===== src/rtl/piho_metro_sweep.sv =====
// Metropolis sweep engine for a periodic path-integral harmonic oscillator path held in BRAM.
// Each point takes a fixed MATH_LAT+8 cycles: three neighbour reads, wait, action unit, decide, write, next.
module piho_metro_sweep #(
  parameter int PATH_N      = 5,
  parameter int W           = 32,
  parameter int NCONF       = 130000,
  parameter int NDUMP       = 10000,
  parameter int NSKIP       = 600,
  parameter int ADDR_BASE   = 0,
  parameter int ADDR_STRIDE = 8,
  parameter int MATH_LAT    = 4
) (
  input  logic         clk,
  input  logic         rst,
  input  logic         start,
  input  logic         hot_start,
  input  logic [W-1:0] rand_inc,
  input  logic [W-1:0] rnglog,
  output logic [W-1:0] math_x,
  output logic [W-1:0] math_xm,
  output logic [W-1:0] math_xp,
  output logic [W-1:0] math_inc,
  output logic         math_start,
  input  logic [W-1:0] math_ds,
  output logic [31:0]  bram_addr,
  output logic [63:0]  bram_din,
  input  logic [63:0]  bram_dout,
  output logic         bram_en,
  output logic [7:0]   bram_we,
  output logic         busy,
  output logic         sample_valid,
  output logic [31:0]  sweep_cnt,
  output logic [31:0]  accept_cnt,
  output logic         done
);

  localparam logic [3:0] S_IDLE    = 4'd0;
  localparam logic [3:0] S_INIT    = 4'd1;
  localparam logic [3:0] S_RD_M    = 4'd2;
  localparam logic [3:0] S_RD_0    = 4'd3;
  localparam logic [3:0] S_RD_P    = 4'd4;
  localparam logic [3:0] S_RD_WAIT = 4'd5;
  localparam logic [3:0] S_CALC    = 4'd6;
  localparam logic [3:0] S_DECIDE  = 4'd7;
  localparam logic [3:0] S_WRITE   = 4'd8;
  localparam logic [3:0] S_NEXT    = 4'd9;
  localparam logic [3:0] S_DONE    = 4'd10;

  localparam logic [15:0] LAST_IDX = 16'(PATH_N - 1);
  localparam logic [15:0] LAT_END  = 16'(MATH_LAT);
  localparam logic [31:0] NCONF_W  = 32'(NCONF);
  localparam logic [31:0] NDUMP_W  = 32'(NDUMP);
  localparam logic [31:0] SKIP_END = 32'(NSKIP - 1);

  logic [3:0]   state;
  logic [15:0]  idx;
  logic [15:0]  calc_cnt;
  logic         hot;
  logic         acc;
  logic [W-1:0] x_r, xm_r, xp_r, inc_r, xnew;
  logic [31:0]  skip_cnt;

  logic [15:0]  idx_m, idx_p, slot;
  logic [W:0]   sum;
  logic         accept;
  logic [31:0]  sweep_next;

  if (W < 64) begin : g_unused_dout
    logic unused_dout;
    assign unused_dout = ^bram_dout[63:W];
  end

  assign math_x   = x_r;
  assign math_xm  = xm_r;
  assign math_xp  = xp_r;
  assign math_inc = inc_r;
  assign math_start = (state == S_CALC) && (calc_cnt == 16'd0);

  assign idx_m = (idx == 16'd0) ? LAST_IDX : idx - 16'd1;
  assign idx_p = (idx == LAST_IDX) ? 16'd0 : idx + 16'd1;

  // The sum needs one extra bit so that large positive dS with very negative ln(u) cannot wrap.
  assign sum    = {rnglog[W-1], rnglog} + {math_ds[W-1], math_ds};
  assign accept = ($signed(math_ds) <= 0) || sum[W];

  assign sweep_next = (sweep_cnt == 32'hFFFF_FFFF) ? sweep_cnt : sweep_cnt + 32'd1;

  always_comb begin
    bram_en  = 1'b0;
    bram_we  = 8'h00;
    bram_din = 64'd0;
    slot     = idx;
    case (state)
      S_INIT: begin
        bram_en  = 1'b1;
        bram_we  = 8'hFF;
        bram_din = hot ? 64'($signed(rand_inc)) : 64'd0;
      end
      S_RD_M: begin
        bram_en = 1'b1;
        slot    = idx_m;
      end
      S_RD_0: bram_en = 1'b1;
      S_RD_P: begin
        bram_en = 1'b1;
        slot    = idx_p;
      end
      S_WRITE: begin
        bram_en  = acc;
        bram_we  = acc ? 8'hFF : 8'h00;
        bram_din = 64'($signed(xnew));
      end
      default: ;
    endcase
  end

  assign bram_addr = bram_en ? (32'(ADDR_BASE) + 32'(ADDR_STRIDE) * (32'(slot) + 32'd1)) : 32'd0;

  always_ff @(posedge clk or posedge rst) begin
    if (rst) begin
      state        <= S_IDLE;
      idx          <= 16'd0;
      calc_cnt     <= 16'd0;
      hot          <= 1'b0;
      acc          <= 1'b0;
      x_r          <= '0;
      xm_r         <= '0;
      xp_r         <= '0;
      inc_r        <= '0;
      xnew         <= '0;
      skip_cnt     <= 32'd0;
      busy         <= 1'b0;
      sample_valid <= 1'b0;
      sweep_cnt    <= 32'd0;
      accept_cnt   <= 32'd0;
      done         <= 1'b0;
    end else begin
      sample_valid <= 1'b0;
      case (state)
        S_IDLE: begin
          if (start) begin
            state      <= S_INIT;
            hot        <= hot_start;
            sweep_cnt  <= 32'd0;
            accept_cnt <= 32'd0;
            done       <= 1'b0;
            busy       <= 1'b1;
            idx        <= 16'd0;
            skip_cnt   <= 32'd0;
          end
        end
        S_INIT: begin
          if (idx == LAST_IDX) begin
            idx   <= 16'd0;
            state <= S_RD_M;
          end else begin
            idx <= idx + 16'd1;
          end
        end
        S_RD_M: state <= S_RD_0;
        // Read data lags its address by one cycle, so each capture is one state behind its read.
        S_RD_0: begin
          xm_r  <= bram_dout[W-1:0];
          state <= S_RD_P;
        end
        S_RD_P: begin
          x_r   <= bram_dout[W-1:0];
          state <= S_RD_WAIT;
        end
        S_RD_WAIT: begin
          xp_r     <= bram_dout[W-1:0];
          inc_r    <= rand_inc;
          calc_cnt <= 16'd0;
          state    <= S_CALC;
        end
        S_CALC: begin
          if (calc_cnt == LAT_END) state <= S_DECIDE;
          else calc_cnt <= calc_cnt + 16'd1;
        end
        S_DECIDE: begin
          acc  <= accept;
          xnew <= x_r + inc_r;
          if (accept && accept_cnt != 32'hFFFF_FFFF) accept_cnt <= accept_cnt + 32'd1;
          state <= S_WRITE;
        end
        S_WRITE: state <= S_NEXT;
        S_NEXT: begin
          if (idx != LAST_IDX) begin
            idx   <= idx + 16'd1;
            state <= S_RD_M;
          end else begin
            sweep_cnt <= sweep_next;
            // skip_cnt tracks (k - NDUMP - 1) mod NSKIP without a divider.
            if (sweep_next > NDUMP_W) begin
              if (skip_cnt == SKIP_END) begin
                sample_valid <= 1'b1;
                skip_cnt     <= 32'd0;
              end else begin
                skip_cnt <= skip_cnt + 32'd1;
              end
            end
            idx   <= 16'd0;
            state <= (sweep_next == NCONF_W) ? S_DONE : S_RD_M;
          end
        end
        S_DONE: begin
          done  <= 1'b1;
          busy  <= 1'b0;
          state <= S_IDLE;
        end
        default: state <= S_IDLE;
      endcase
    end
  end

endmodule

===== config.mk =====
export PLATFORM = sky130hd
export DESIGN_NAME = piho_metro_sweep
export DESIGN_NICKNAME = d
export VERILOG_FILES = /design/src/rtl/piho_metro_sweep.sv
export SDC_FILE = /design/constraint.sdc
export NUM_CORES = 1
export LEC_CHECK = 0
export CORE_MARGIN = 1.5
export CORE_UTILIZATION = 54
export DETAILED_ROUTE_END_ITERATION = 7
export HOLD_SLACK_MARGIN = 0.15
export PLACE_DENSITY = 0.87
export SYNTH_ARGS = -nofsm -noshare
export SYNTH_HDL_FRONTEND = slang
export SYNTH_SLANG_ARGS = --single-unit

===== constraint.sdc =====
create_clock -name clk -period 15.5 [get_ports clk]
set_input_delay 3.1 -clock clk [delete_from_list [all_inputs] [get_ports clk]]
set_output_delay 3.1 -clock clk [all_outputs]
set_load 0.05 [all_outputs]

Yosys cells after proc, flatten, opt, wreduce, memory -nomap -nowiden

Index checks and enable logic that the tools add are counted.

Output and inout port bits: 301
Input bits: 164
Word-level logic and storage cells: 109
Flip-flop bits (word level): 297

Muxes and demuxes: 38
Add/subtract/negate cells: 9
Equality and inequality tests: 24
Order comparisons: 2
Reduce and logical (&&, ||, !) cells: 20

Operators by type and width:

| kind                                                            | number |
|---|---|
| two-way mux 32 bit                                              | 7 |
| case mux 32 bit (2 select lines)                                | 3 |
| case mux 64 bit (2 select lines)                                | 1 |
| adder 32 x 1 -> 32 bit, second input constant                   | 3 |
| two-way mux 16 bit                                              | 5 |
| two-way mux 64 bit                                              | 1 |
| case mux 16 bit (2 select lines)                                | 2 |
| case mux 16 bit (3 select lines)                                | 1 |
| case mux 4 bit (10 select lines)                                | 1 |
| adder 32 x 32 -> 33 bit                                         | 1 |
| adder 16 x 1 -> 16 bit, second input constant                   | 2 |
| adder 32 bit                                                    | 1 |
| == test 16 x 3 -> 1 bit, second input constant                  | 2 |
| == test 32 x 10 -> 1 bit, second input constant                 | 1 |
| == test 32 x 17 -> 1 bit, second input constant                 | 1 |
| == test 32 bit, second input constant                           | 1 |
| greater-than comparator 32 x 14 -> 1 bit, second input constant | 1 |
| less-or-equal comparator 32 x 1 -> 1 bit, second input constant | 1 |
| logical NOT 16 bit                                              | 2 |
| inequality test 32 bit, second input constant                   | 1 |
| two-way mux 20 bit                                              | 1 |
| two-way mux 4 bit                                               | 5 |
| adder 16 x 1 -> 17 bit, second input constant                   | 1 |
| == test 4 x 3 -> 1 bit, second input constant                   | 4 |
| 20 further kinds                                                | 44 |

Longest topological paths before layout

Depth after elaboration: 6
Mapped depth: 14
Depth with buffers taken out: 14

Least setup slack after synthesis

No wires, ideal clock.

Path kind: flip-flop to output port
From: reg state[0]
To: out bram_addr[19]
Cell stages (with the launch flop): 11
Slack: 7.810 ns
Required time: 12.400 ns
Buffers on the path: 2
Arrival time: 4.590 ns
Cells stage by stage: dfrtp_1 > clkbuf_1 > or4b_1 > clkbuf_1 > a31oi_1 > a221oi_1 > a211o_1 > nor4b_1 > nor3b_1 > nand3_1 > nor4b_1

Longest elaborated chain between the ends: 4
Elaborated cells between the ends (all ways): 10
Classes of those cells: 1 x add/sub; 5 x eq/ne; 3 x mux; 1 x reduce/logical

RTL lines:

| element                                                                          | RTL line | source |
|---|---|---|
| start: declaration                                                               | 55       | `logic [3:0] state;` |
| start signal: assignment                                                         | 203      | `state <= (sweep_next == NCONF_W) ? S_DONE : S_RD_M;` |
| == test 4 x 3 -> 1 bit (tied with other cells)                                   | 93       | `case (state)` |
| case mux 16 bit (2 select lines) / OR reduction 4 bit (equally long branches)    | --       |  |
| adder 16 x 1 -> 17 bit / case mux 1 bit (2 select lines) (equally long branches) | 117, 93  |  |
| two-way mux 20 bit (*)                                                           | 117      | `assign bram_addr = bram_en ? (32'(ADDR_BASE) + 32'(ADDR_STRIDE) * (32'(slot) + 32'd1)) : 32'd0;` |
| end: declaration                                                                 | 25       | `output logic [31:0] bram_addr,` |

Mark *: on every way between the ends. The rest lies on a longest branch, timed or not.

Worst setup path after layout

From: in rand_inc[31]
To: out bram_din[31]

Longest elaborated chain between the ends: 2

RTL lines:

| element                          | RTL line | source |
|---|---|---|
| start: declaration               | 17       | `input logic [W-1:0] rand_inc,` |
| two-way mux 64 bit               | 97       | `bram_din = hot ? 64'($signed(rand_inc)) : 64'd0;` |
| case mux 64 bit (2 select lines) | 93       |  |
| end: declaration                 | 26       | `output logic [63:0] bram_din,` |

Every way passes these cells.

==> metrics.md <==
| Metric | Value |
|---|---|
| Status | `complete, no violations` |
| Number of H-tree levels | `2` |
| Critical Path Start Type | `input pin` |
| Fin nets | `2599` |
| Worst rel slew slack | `14.0%` |
| Wire length per cell | `21.1 um` |
| Cell Int Power | `1.33 mW` |
| Share of layout cells above drive strength 1 | `9.54%` |
| RSZ-0062 raised after global routing | `no` |
| Minimum hold slack | `475 ps` |
| Slowest cell on crit path | `clkdlybuf4s50_1` |
| Most frequent cells in the layout | `clkdlybuf4s50_1, dfrtp_1, nand2_1, o21ai_0, nor2_1` |
| DR vias | `17945` |
| Clk_skew | `24.7 ps` |
| Post-synth EDFFs | `0` |
| Sequential-to-total area share from yosys stat | `40.1%` |
| Min-delay worst type | `reg2reg` |
| Syn avg cell area | `9.06 um^2` |
| Clock tree buffer depth | `3` |
| Switching share of power | `23.0%` |
| Setup TNS | `0 ps` |
| Sw Pwr | `0.397 mW` |
| Inserted Clock Buffers | `35` |
| Final Hold Fails | `0` |
| Synth cell types | `83` |
| Total global-route track usage | `32.8%` |
| Reg power frac | `45.0%` |
| Top cell type's share of synthesized area | `40.1%` |
| GPL Wtd Cong | `0.918` |
| Antenna Nets Post-Route | `0` |
| Ys flop type | `dfrtp_1` |
| Post-DR vias/cell | `6.32` |
| P&R area growth vs syn | `28.9%` |
| F_max | `0.117 GHz` |
| DRT Pass-1 Iters | `8` |
| CP peak stage delay | `980 ps` |
| Max Cap Violations | `0` |
| Std cell rows | `67` |
| Top Layer Used | `met4` |
| Clk slew on worst S/H paths | `60 ps` |
| First-pass GRT wire length | `94300 um` |
| Critical path type | `in2out` |
| HPWL after DPL | `42400 um` |
| Initial core utilization | `55.1%` |
| Die Width | `188 um` |
| Commonest non-fill, non-tap cell in the layout | `clkdlybuf4s50_1` |
| Arrival @ worst endpoint | `5450 ps` |
| Die H | `188 um` |
| DR iter-0 viols | `1821` |
| CP max FO | `33` |
| # Post-CTS Setup Buffers | `0` |
| # DRC | `0` |
| IO Pins | `465` |
| Core region area | `33600 um^2` |
| Number of global-route vias before repair | `16924` |
| Ys Warns | `0` |
| Synth area leaders | `dfrtp_1, mux2_2, nand2_1` |
| Number of clock sinks | `297` |
| FILL cells | `2447` |
| Die area | `35400 um^2` |
| Total Wirelength | `60000 um` |
| Hold Buf Count CTS | `0` |
| Root Driver | `clkbuf_16` |
| Post-layout minimum cycle time | `8550 ps` |
| Logic gate share of total power | `5.0%` |
| IO Port Bufs | `417` |
| Met3 wire len | `4940 um` |
| Actual slew at the worst max-slew pin | `1290 ps` |
| Syn Inst Count | `2045` |
| Worst setup EP type | `output port` |
| Global route overflow | `0` |
| Mapped cell area | `18500 um^2` |
| Final cycle utilization of the critical path | `55.2%` |
| Post-cts sizing count | `0` |
| CTS tree | `done` |
| Final Max Tran Viols | `0` |
| Largest net degree at the start of global routing | `161` |
| Clock group share of total power | `50.0%` |
| Met2 WL post-DR | `28800 um` |
| Post-synthesis register bit count | `297` |
| Async SR Flop Fraction | `100%` |
| Endpoints failing setup | `0` |
| Metal-1 WL | `24100 um` |
| Area leader, netlist | `dfrtp_1` |
| Insertion delay to the later sink of the worst-skew pair | `540 ps` |
| Worst path most repeated cell | `clkdlybuf4s50_1` |
| Initial antenna violation count | `3` |
| P per Cell Area | `72.3 nW/um^2` |
| Crit-path cells | `clkdlybuf4s50_1 > a22o_1 > clkdlybuf4s50_1` |
| Crit path required time | `12400 ps` |
| Pleak | `10.2 nW` |
| Worst ir drop on vdd | `0.0000897 V` |
[registers in the layout, indices dropped and copies added (netlist names), 32 cells and up]
name / flops
math_xm: 32
sweep_cnt: 32
math_x: 32
skip_cnt: 32
math_inc: 32
xnew: 32
accept_cnt: 32
math_xp: 32
[metal layers]
metal,up-vias,track usage [%]
met1,8760,43.8
met5,-,0
met3,149,5.85
met4,0,12.1
met2,857,53.5
li1,8179,-
[per-stage QoR]
step | power (mW) | setup WS (ps) | std cells | utilization [%] | area [um^2]
after global placement | 0.875 | 7100 | 2775 | 67.4 | 22700
after floorplan | 0.828 | 4200 | 2059 | - | 18600
after CTS | 1.73 | 6960 | 2837 | 71.0 | 23900
after detailed placement | 0.877 | 6960 | 2775 | 67.4 | 22700
final | 1.73 | 6950 | 2840 | 71.0 | 23900
after global routing | 1.77 | 6650 | 2840 | 71.0 | 23900
[cell type report]
class	count	area [um^2]	share of cell area [%]
Clock inverter	14	191	0.802
Timing Repair Buffer	436	4330	18.1
Sequential cell	297	7430	31.1
Tap cell	448	561	2.35
Antenna cell	3	7.51	0.0314
Clock buffer	48	1010	4.25
Inverter	46	180	0.754
Multi-Input combinational cell	1548	10200	42.6
[worst paths after layout]
path                          startpoint             end  slack [ps]  cells past startpoint
max in group asynchronous            rst  accept_cnt[28]       10910                      3
max                         rand_inc[31]    bram_din[31]        6950                      3
min                              xnew[0]         xnew[0]         470                      2
min in group asynchronous            rst     math_xm[27]        3190                      2
max reg2reg                sweep_cnt[20]     skip_cnt[0]       10050                      9
min reg2reg                      xnew[0]         xnew[0]         470                      2
[synth_stat cells, types with 18 or more instances]
| cell type | instances |
|---|---|
| and3_1 | 27 |
| xnor2_1 | 27 |
| dfrtp_1 | 297 |
| clkbuf_1 | 94 |
| nor3_1 | 42 |
| a21oi_1 | 81 |
| nor4_1 | 35 |
| o21ai_0 | 136 |
| nand4_1 | 47 |
| inv_1 | 46 |
| buf_4 | 55 |
| xor2_1 | 34 |
| mux2_2 | 102 |
| ha_1 | 70 |
| o31ai_1 | 34 |
| a22o_1 | 40 |
| or4_1 | 18 |
| nor2_1 | 128 |
| a21o_1 | 29 |
| nand2_1 | 270 |
| nand3_1 | 87 |
| or3_1 | 34 |
[power groups by stage]
| stage | combinational, mW | sequential, mW | clock [mW] |
|---|---|---|---|
| 2_1_floorplan | 0.0367 | 0.792 | 0 |
| 3_3_place_gp | 0.0843 | 0.790 | 0 |
| 3_5_place_dp | 0.0870 | 0.790 | 0 |
| 4_1_cts | 0.0874 | 0.776 | 0.871 |
| 5_1_grt | 0.0950 | 0.776 | 0.899 |
| 6_report | 0.0866 | 0.776 | 0.863 |
[worst max-delay path: cells and delay by family]
kind            cells  cell delay (ps)
buf+inv             2             1530
compound gates      1              810
[cell families after synthesis]
group                    synth area share [%]
adder cells (fa/ha/maj)                  4.83
AO/OA/AOI/OAI                            19.2
flip-flops                               40.1
AND/OR/NAND/NOR                          20.6
other                                  0.0202
multiplexers                             6.74
buffers and inverters                    5.57
XOR/XNOR                                 2.88
Note: power is estimated with default switching activity, not from simulation.
